$ cat src/rtl/alu_control_issuer.sv
// Multicycle sequencer that drives the ALU control decoder's controlType bus for one
// decoded instruction, waits on the divider/multiplier and reports done or exception.
module alu_control_issuer #(
  parameter int MAX_WAIT = 48
) (
  input  logic       clk,
  input  logic       reset_n,
  input  logic       start,
  input  logic [5:0] opcode,
  input  logic [5:0] funct,
  input  logic       overflow,
  input  logic       div_done,
  input  logic       mult_done,
  input  logic       div_zero,
  output logic [4:0] controlType,
  output logic       busy,
  output logic       done,
  output logic       exc,
  output logic [1:0] exc_cause
);
  localparam int CW = $clog2(MAX_WAIT + 1);

  localparam logic [1:0] S_IDLE = 2'd0;
  localparam logic [1:0] S_EXEC = 2'd1;
  localparam logic [1:0] S_RESP = 2'd2;

  localparam logic [4:0] CODE_IDLE = 5'd13;
  localparam logic [4:0] CODE_DIV  = 5'd9;
  localparam logic [4:0] CODE_MULT = 5'd10;

  localparam logic [1:0] CAUSE_OVF   = 2'b01;
  localparam logic [1:0] CAUSE_ILL   = 2'b10;
  localparam logic [1:0] CAUSE_FAULT = 2'b11;

  logic [1:0]    state_q, state_d;
  logic [4:0]    ctrl_q, ctrl_d;
  logic [CW-1:0] cnt_q, cnt_d;
  logic          busy_q, busy_d;
  logic          done_q, done_d;
  logic          exc_q, exc_d;
  logic [1:0]    cause_q, cause_d;

  logic [4:0] dec_code;
  logic       dec_legal;
  logic       code_checked;

  always_comb begin
    dec_code  = CODE_IDLE;
    dec_legal = 1'b1;
    if (opcode == 6'h00) begin
      case (funct)
        6'h20:   dec_code = 5'd1;
        6'h22:   dec_code = 5'd2;
        6'h24:   dec_code = 5'd3;
        6'h25:   dec_code = 5'd8;
        6'h21:   dec_code = 5'd11;
        6'h2A:   dec_code = 5'd7;
        6'h1A:   dec_code = CODE_DIV;
        6'h18:   dec_code = CODE_MULT;
        default: dec_legal = 1'b0;
      endcase
    end else begin
      case (opcode)
        6'h08:   dec_code = 5'd1;
        6'h09:   dec_code = 5'd11;
        6'h0C:   dec_code = 5'd3;
        6'h0A:   dec_code = 5'd7;
        6'h0F:   dec_code = 5'd12;
        6'h04:   dec_code = 5'd14;
        6'h05:   dec_code = 5'd15;
        6'h06:   dec_code = 5'd16;
        6'h07:   dec_code = 5'd17;
        default: dec_legal = 1'b0;
      endcase
    end
  end

  assign code_checked = (ctrl_q == 5'd1) || (ctrl_q == 5'd2) || (ctrl_q == 5'd4);

  always_comb begin
    state_d = state_q;
    ctrl_d  = ctrl_q;
    cnt_d   = cnt_q;
    done_d  = 1'b0;
    exc_d   = 1'b0;
    cause_d = 2'b00;
    case (state_q)
      S_IDLE: begin
        if (start) begin
          if (dec_legal) begin
            state_d = S_EXEC;
            ctrl_d  = dec_code;
            cnt_d   = CW'(1);
          end else begin
            state_d = S_RESP;
            exc_d   = 1'b1;
            cause_d = CAUSE_ILL;
          end
        end
      end
      S_EXEC: begin
        if (ctrl_q == CODE_DIV || ctrl_q == CODE_MULT) begin
          // Zero check outranks completion, completion outranks timeout on the last cycle
          if (ctrl_q == CODE_DIV && div_zero) begin
            exc_d   = 1'b1;
            cause_d = CAUSE_FAULT;
          end else if ((ctrl_q == CODE_DIV) ? div_done : mult_done) begin
            done_d = 1'b1;
          end else if (cnt_q == CW'(MAX_WAIT)) begin
            exc_d   = 1'b1;
            cause_d = CAUSE_FAULT;
          end else begin
            cnt_d = cnt_q + CW'(1);
          end
        end else if (code_checked && overflow) begin
          exc_d   = 1'b1;
          cause_d = CAUSE_OVF;
        end else begin
          done_d = 1'b1;
        end
        if (done_d || exc_d) begin
          state_d = S_RESP;
          ctrl_d  = CODE_IDLE;
          cnt_d   = '0;
        end
      end
      S_RESP: state_d = S_IDLE;
      default: begin
        state_d = S_IDLE;
        ctrl_d  = CODE_IDLE;
        cnt_d   = '0;
      end
    endcase
    busy_d = (state_d != S_IDLE);
  end

  always_ff @(posedge clk or negedge reset_n) begin
    if (!reset_n) begin
      state_q <= S_IDLE;
      ctrl_q  <= CODE_IDLE;
      cnt_q   <= '0;
      busy_q  <= 1'b0;
      done_q  <= 1'b0;
      exc_q   <= 1'b0;
      cause_q <= 2'b00;
    end else begin
      state_q <= state_d;
      ctrl_q  <= ctrl_d;
      cnt_q   <= cnt_d;
      busy_q  <= busy_d;
      done_q  <= done_d;
      exc_q   <= exc_d;
      cause_q <= cause_d;
    end
  end

  assign controlType = ctrl_q;
  assign busy        = busy_q;
  assign done        = done_q;
  assign exc         = exc_q;
  assign exc_cause   = cause_q;
endmodule

$ cat config.mk
export PLATFORM = sky130hd
export DESIGN_NAME = alu_control_issuer
export DESIGN_NICKNAME = d
export VERILOG_FILES = /design/src/rtl/alu_control_issuer.sv
export SDC_FILE = /design/constraint.sdc
export NUM_CORES = 1
export LEC_CHECK = 0
export ABC_CLOCK_PERIOD_IN_PS = 5500
export CAP_MARGIN = 20
export CORE_UTILIZATION = 29
export DETAILED_ROUTE_END_ITERATION = 10
export PLACE_DENSITY = 0.51
export SETUP_SLACK_MARGIN = 0.05
export SYNTH_ARGS = -nofsm -noshare
export SYNTH_HDL_FRONTEND = slang
export SYNTH_SLANG_ARGS = --single-unit
$ cat constraint.sdc
create_clock -name clk -period 5.5 [get_ports clk]
set_clock_uncertainty 0.15 [all_clocks]
set_input_delay 0.55 -clock clk [delete_from_list [all_inputs] [get_ports clk]]
set_output_delay 0.55 -clock clk [all_outputs]
set_load 0.005 [all_outputs]
==> results of run 1 <==
where the power goes:
group / leakage, nW / switching [W] / total [W] / internal, W
clock: 0.0288 / 0.0000477 / 0.000111 / 0.0000637
sequential: 0.233 / 0.0000145 / 0.000163 / 0.000148
combinational: 0.390 / 0.0000454 / 0.0000994 / 0.0000540
total: 0.652 / 0.000108 / 0.000374 / 0.000266
sequential cells by signal, indices dropped and copies added, names as in the netlist:
register	count
busy	1
cnt_q	6
controlType	5
done	1
exc	1
exc_cause	2
state_q	2
logic make-up after synthesis:
| kind of cell | after synthesis |
|---|---|
| compound gates | 39 |
| xor+xnor | 4 |
| fa+ha+maj | 2 |
| buf+inv | 9 |
| flops | 18 |
| mux | 5 |
| simple gates | 63 |
final cells by class:
| cell class | instances | area, µm² |
|---|---|---|
| sequential | 18 | 454 |
| tap | 52 | 65.1 |
| multi-input combinational | 113 | 861 |
| timing repair buffer | 28 | 280 |
| fill | 456 | 2680 |
| clock buffer | 4 | 55.1 |
| inverter | 4 | 15.0 |
final timing paths:
path | startpoint | end | slack, ns
max | funct[5] | controlType[2]$_DFFE_PN1P_ | 2.90
min reg2reg | state_q[1]$_DFF_PN0_ | exc_cause[1]$_DFF_PN0_ | 0.33
max reg2reg | controlType[3]$_DFFE_PN1P_ | controlType[4]$_DFFE_PN0P_ | 3.40
min in group asynchronous | reset_n | cnt_q[2]$_DFFE_PN0P_ | 0.62
min | state_q[1]$_DFF_PN0_ | exc_cause[1]$_DFF_PN0_ | 0.33
max in group asynchronous | reset_n | controlType[4]$_DFFE_PN0P_ | 4.07
per-stage QoR:
stage | instance area (µm²) | power, W | util (%)
after detailed placement | 1680 | 0.000267 | 38.0
final | 1730 | 0.000374 | 39.2
after CTS | 1730 | 0.000381 | 39.2
after floorplan | 1360 | 0.000218 | -
after global routing | 1730 | 0.000397 | 39.2
after global placement | 1680 | 0.000264 | 38.0
metal layers:
layer / up-vias / part of all wire, % / track usage [%]
met4: 0 / 0.41 / 2.67
met5: - / 0 / 0
met1: 567 / 49 / 18.6
met2: 21 / 47 / 21.5
li1: 580 / - / -
met3: 2 / 3.0 / 3.46
worst reg2reg max path: stages, from the launching register on:
cell     delay (ns)
dfstp_2        0.57
nor4b_1        0.33
a31o_2         0.31
o31ai_4        0.08
a21oi_4        0.20
mux2_1         0.34
layout by cell type, fill, tap and decap left out, types with 3 or more instances in the layout:
cell	netlist	layout
clkbuf_8	0	4
dfstp_2	3	3
nor2_1	12	12
nand3_1	6	6
nor3b_1	5	5
mux2_1	3	3
nand2b_1	4	4
nor4b_1	4	4
a21oi_1	6	6
or2_2	3	3
clkdlybuf4s50_1	0	28
o21ai_0	4	4
nand2_1	8	8
dfrtp_1	15	15
inv_1	4	4
==> reports/results.txt, run 1 <==
status -> complete, no violations
detailed placement HPWL -> 2.48 mm
area grow syn2layout -> 27.6%
CTS H-tree lvls -> 1
post-synth top area share -> 27.7%
post-synthesis compound-gate area fraction -> 25.4%
largest net degree at the start of global routing -> 19
combinational family with the most area after synthesis -> simple AND/OR/NAND/NOR gates
number of synthesized flops with an enable pin -> 0
sequential share of the synthesized area -> 33.5%
slack of the critical path -> 2.90 ns
CP required -> 5.54 ns
vias -> 1170
CP Launch Type -> input pin
mean post-synth cell area -> 9.69 µm²
CTS Buf Count -> 3
first-pass GRT wire length -> 5.29 mm
share of layout cells above drive strength 1 -> 19.2%
die area -> 4950 µm²
Max Cap Violations -> 0
Worst Hold Class -> reg2reg
Setup Buffers After CTS -> 0
setup violators final -> 0
Hold Crit Depth -> 1
Least-Margin Pin Slew -> 0.834 ns
fin crit share -> 47.3%
DRC violation total after the first TritonRoute iteration -> 53
All-Layer GR Usage -> 13.5%
Max Transition Viols Final -> 0
Initial Util -> 30.7%
Cells after Synth -> 140
post-CTS resize count -> 0
Worst slew margin -> 44.2%
synthesized net count -> 161
routed vias/inst -> 5.34
Max Clk Rate -> 385 MHz
Slowest-stage cell, CP -> clkdlybuf4s50_1
Power per Cell Area -> 216 nW/µm²
Worst path top cell family by delay -> compound AO/OA/AOI/OAI gates
non-filler cells, final -> 219
row count -> 24
RSZ-0062 raised after global routing -> no
yosys warns -> 0
Pre-Repair DR Iteration Count -> 4
count leader, synth -> dfrtp_1
Die X -> 70.4 µm
CTS tree -> built
synth top area cells -> dfrtp_1, dfstp_2, nor2_1, o31ai_4, nor3b_1
post-route setup TNS -> 0 ns
Setup crit end kind -> register
Leak -> 0.652 nW
max incr delay on CP -> 0.58 ns
final WL -> 3.15 mm
Placeable Area -> 4410 µm²
adder-cell share of the synthesized area -> 1.85%
Post-DRT Antenna Nets -> 0
DR WL/cell -> 14.4 µm
CP Max Fanout -> 7
Root Buffer Master -> clkbuf_8
crit-path cells -> clkdlybuf4s50_1, nor4b_1, a221oi_1, a2111oi_2, o21ai_0, mux2_2
hold bufs inserted after CTS -> 0
maximum VDD drop -> 0.125 mV
xor/xnor share of the synthesized area -> 2.58%
initial antenna violation count -> 0
multiplexer area fraction after synthesis -> 4.15%
Unique masters post-synth -> 58
simple-gate share of the synthesized area -> 29.5%
final hold violations -> 0
leading area contributor after synthesis -> dfrtp_1
most common flop cell mapped by yosys -> dfrtp_1
Synth top cells by count -> dfrtp_1, nor2_1, nand2_1, a21oi_1, nand3_1
CP Depth -> 6
Tmin final -> 2.60 ns
DR DRC count -> 0
Clock Path Buffers -> 2
Post-Syn Area -> 1360 µm²
total grt overflow -> 0
DP Cell Count -> 215
clk sinks -> 18
Die H -> 70.4 µm
count of state elements after synthesis -> 18
pre-CTS WS -> 2.59 ns
I/O Pins -> 29
clk_lat worst skew -> 0.26 ns
vias in the first global route -> 1093
worst hold margin -> 0.329 ns
clk slew on worst S/H paths -> 0.07 ns
Setup Crit Path Kind -> in2reg
# nets final -> 189
r2r worst-path depth -> 5
critical path arrival -> 2.64 ns
Async SR Flop Fraction -> 100%
GP Congestion -> 0.764
diode count -> 0
CP bufs+invs -> 1
port bufs -> 28
No activity file was read; power rests on OpenSTA's default activity.
==> run 2, diff against run 1 <==
--- a/config.mk
+++ b/config.mk
@@ -5,11 +5,11 @@
 export SDC_FILE = /design/constraint.sdc
 export NUM_CORES = 1
 export LEC_CHECK = 0
-export ABC_CLOCK_PERIOD_IN_PS = 5500
+export ABC_CLOCK_PERIOD_IN_PS = 2350
 export CAP_MARGIN = 20
 export CORE_UTILIZATION = 29
 export DETAILED_ROUTE_END_ITERATION = 10
-export PLACE_DENSITY = 0.51
+export PLACE_DENSITY = 0.53
 export SETUP_SLACK_MARGIN = 0.05
 export SYNTH_ARGS = -nofsm -noshare
 export SYNTH_HDL_FRONTEND = slang
==> constraint.sdc (replaced) <==
create_clock -name clk -period 2.35 [get_ports clk]
set_clock_uncertainty 0.15 [all_clocks]
set_input_delay 0.235 -clock clk [delete_from_list [all_inputs] [get_ports clk]]
set_output_delay 0.235 -clock clk [all_outputs]
set_load 0.005 [all_outputs]
==> reports/results.txt, run 2 (synthesis results as in run 1) <==
commonest non-fill, non-tap cell in the layout -> clkdlybuf4s50_1
Root Buffer Master -> clkbuf_8
GP Congestion -> 0.813
share of layout cells above drive strength 1 -> 23.7%
status -> complete, no violations
Least-Margin Pin Slew -> 0.376 ns
post-route setup TNS -> 0 ns
Tmin final -> 2.10 ns
maximum VDD drop -> 0.271 mV
fin crit share -> 89.2%
vias -> 1175
Slowest-stage cell, CP -> dfstp_2
Reg2Reg Setup Slack -> 0.25 ns
Setup crit end kind -> register
Worst R2R End -> controlType[4]$_DFFE_PN0P_
post-CTS resize count -> 0
CTS tree -> built
Filler Cells Inserted -> 433
Max Transition Viols Final -> 0
# nets final -> 199
Pre-Repair DR Iteration Count -> 4
area grow syn2layout -> 33.1%
CP Max Fanout -> 5
Die X -> 70.4 µm
Power per Cell Area -> 491 nW/µm²
vias in the first global route -> 1191
Die H -> 70.4 µm
port bufs -> 28
Post-DRT Antenna Nets -> 0
first-pass GRT wire length -> 5.37 mm
setup violators final -> 0
final hold violations -> 0
DR DRC count -> 0
Reg area -> 454 µm²
DR WL/cell -> 13.6 µm
routed vias/inst -> 5.13
Largest register FFs -> 6
Reg-to-Reg Start -> controlType[3]$_DFFE_PN1P_
RSZ-0062 raised after global routing -> no
clk sinks -> 18
Initial Util -> 30.7%
Setup Crit Path Kind -> reg2reg
I/O Pins -> 29
slack of the critical path -> 0.253 ns
Placeable Area -> 4410 µm²
die area -> 4950 µm²
Setup Buffers After CTS -> 0
r2r worst-path depth -> 5
most frequent cells in the layout -> clkdlybuf4s50_1, dfrtp_1, nor2_1, buf_4, nand2_1
Top reg by flops -> cnt_q
Max Cap Violations -> 0
Worst Hold Class -> in2async
crit-path cells -> nor4b_1, a31o_2, o31ai_4, a21oi_4, mux2_1
clk_lat worst skew -> 0.26 ns
largest net degree at the start of global routing -> 19
detailed placement HPWL -> 2.41 mm
critical path arrival -> 2.09 ns
All-Layer GR Usage -> 13.5%
hold bufs inserted after CTS -> 0
Max Clk Rate -> 477 MHz
final WL -> 3.12 mm
CTS Buf Count -> 3
row count -> 24
pre-CTS WS -> 0.0176 ns
CP required -> 2.34 ns
diode count -> 0
DRC violation total after the first TritonRoute iteration -> 47
initial antenna violation count -> 0
clk slew on worst S/H paths -> 0.07 ns
Worst slew margin -> 74.6%
Clock Path Buffers -> 2
Multi-input gate area -> 861 µm²
max incr delay on CP -> 0.56 ns
Leak -> 0.700 nW
total grt overflow -> 0
CP Launch Type -> register
CTS H-tree lvls -> 1
## run 2: cell count changes in the layout (fill, tap and decap cells not counted), sizes merged
cell / previous run / this run
buf: 0 / 10
## run 2: worst max-delay path by stage
stage	start	end	slack, ns	cells past startpoint
6_report	controlType[3]$_DFFE_PN1P_	controlType[4]$_DFFE_PN0P_	0.25	5
3_5_place_dp	funct[3]	controlType[4]$_DFFE_PN0P_	0.02	5
5_1_grt	controlType[3]$_DFFE_PN1P_	controlType[4]$_DFFE_PN0P_	0.13	5
4_1_cts	controlType[3]$_DFFE_PN1P_	controlType[4]$_DFFE_PN0P_	0.23	5
3_3_place_gp	funct[3]	controlType[4]$_DFFE_PN0P_	0.05	5
2_1_floorplan	controlType[3]$_DFFE_PN1P_	controlType[4]$_DFFE_PN0P_	0.40	5
## run 2: stage by stage
step                std cells  cell area, µm²  hold slack [ns]  total power (W)  util, %
global route              229            1810            0.177         0.000939     40.9
finish                    229            1810            0.158         0.000887     40.9
detailed placement        225            1750            0.329         0.000634     39.7
CTS                       229            1810            0.166         0.000897     40.9
floorplan                 140            1360           -0.211         0.000511        -
global placement          225            1750            0.334         0.000626     39.7
## run 2: final cells by class
type	instances	share of cell area, %
Clock buffer	4	3.05
Timing Repair Buffer	38	19.7
Multi-Input combinational cell	113	47.7
Sequential cell	18	25.2
Tap cell	52	3.60
Inverter	4	0.832
## run 2: worst max-delay path: cells and delay by family, from the launching register on
kind | cells | cell delay, ns
compound gates | 3 | 0.59
flops | 1 | 0.56
simple gates | 1 | 0.34
mux | 1 | 0.34
## run 2: where the power goes
part           internal (W)  switching [W]
Sequential         0.000347      0.0000332
Clock              0.000149       0.000113
Combinational      0.000136       0.000108
## run 2: metal layers
layer | up-vias | global-route usage (%) | wire, µm
met5 | - | 0 | 0
met4 | 0 | 3.33 | 43
met3 | 7 | 3.32 | 112
met2 | 22 | 22.0 | 1370
met1 | 542 | 17.8 | 1590
li1 | 604 | - | -
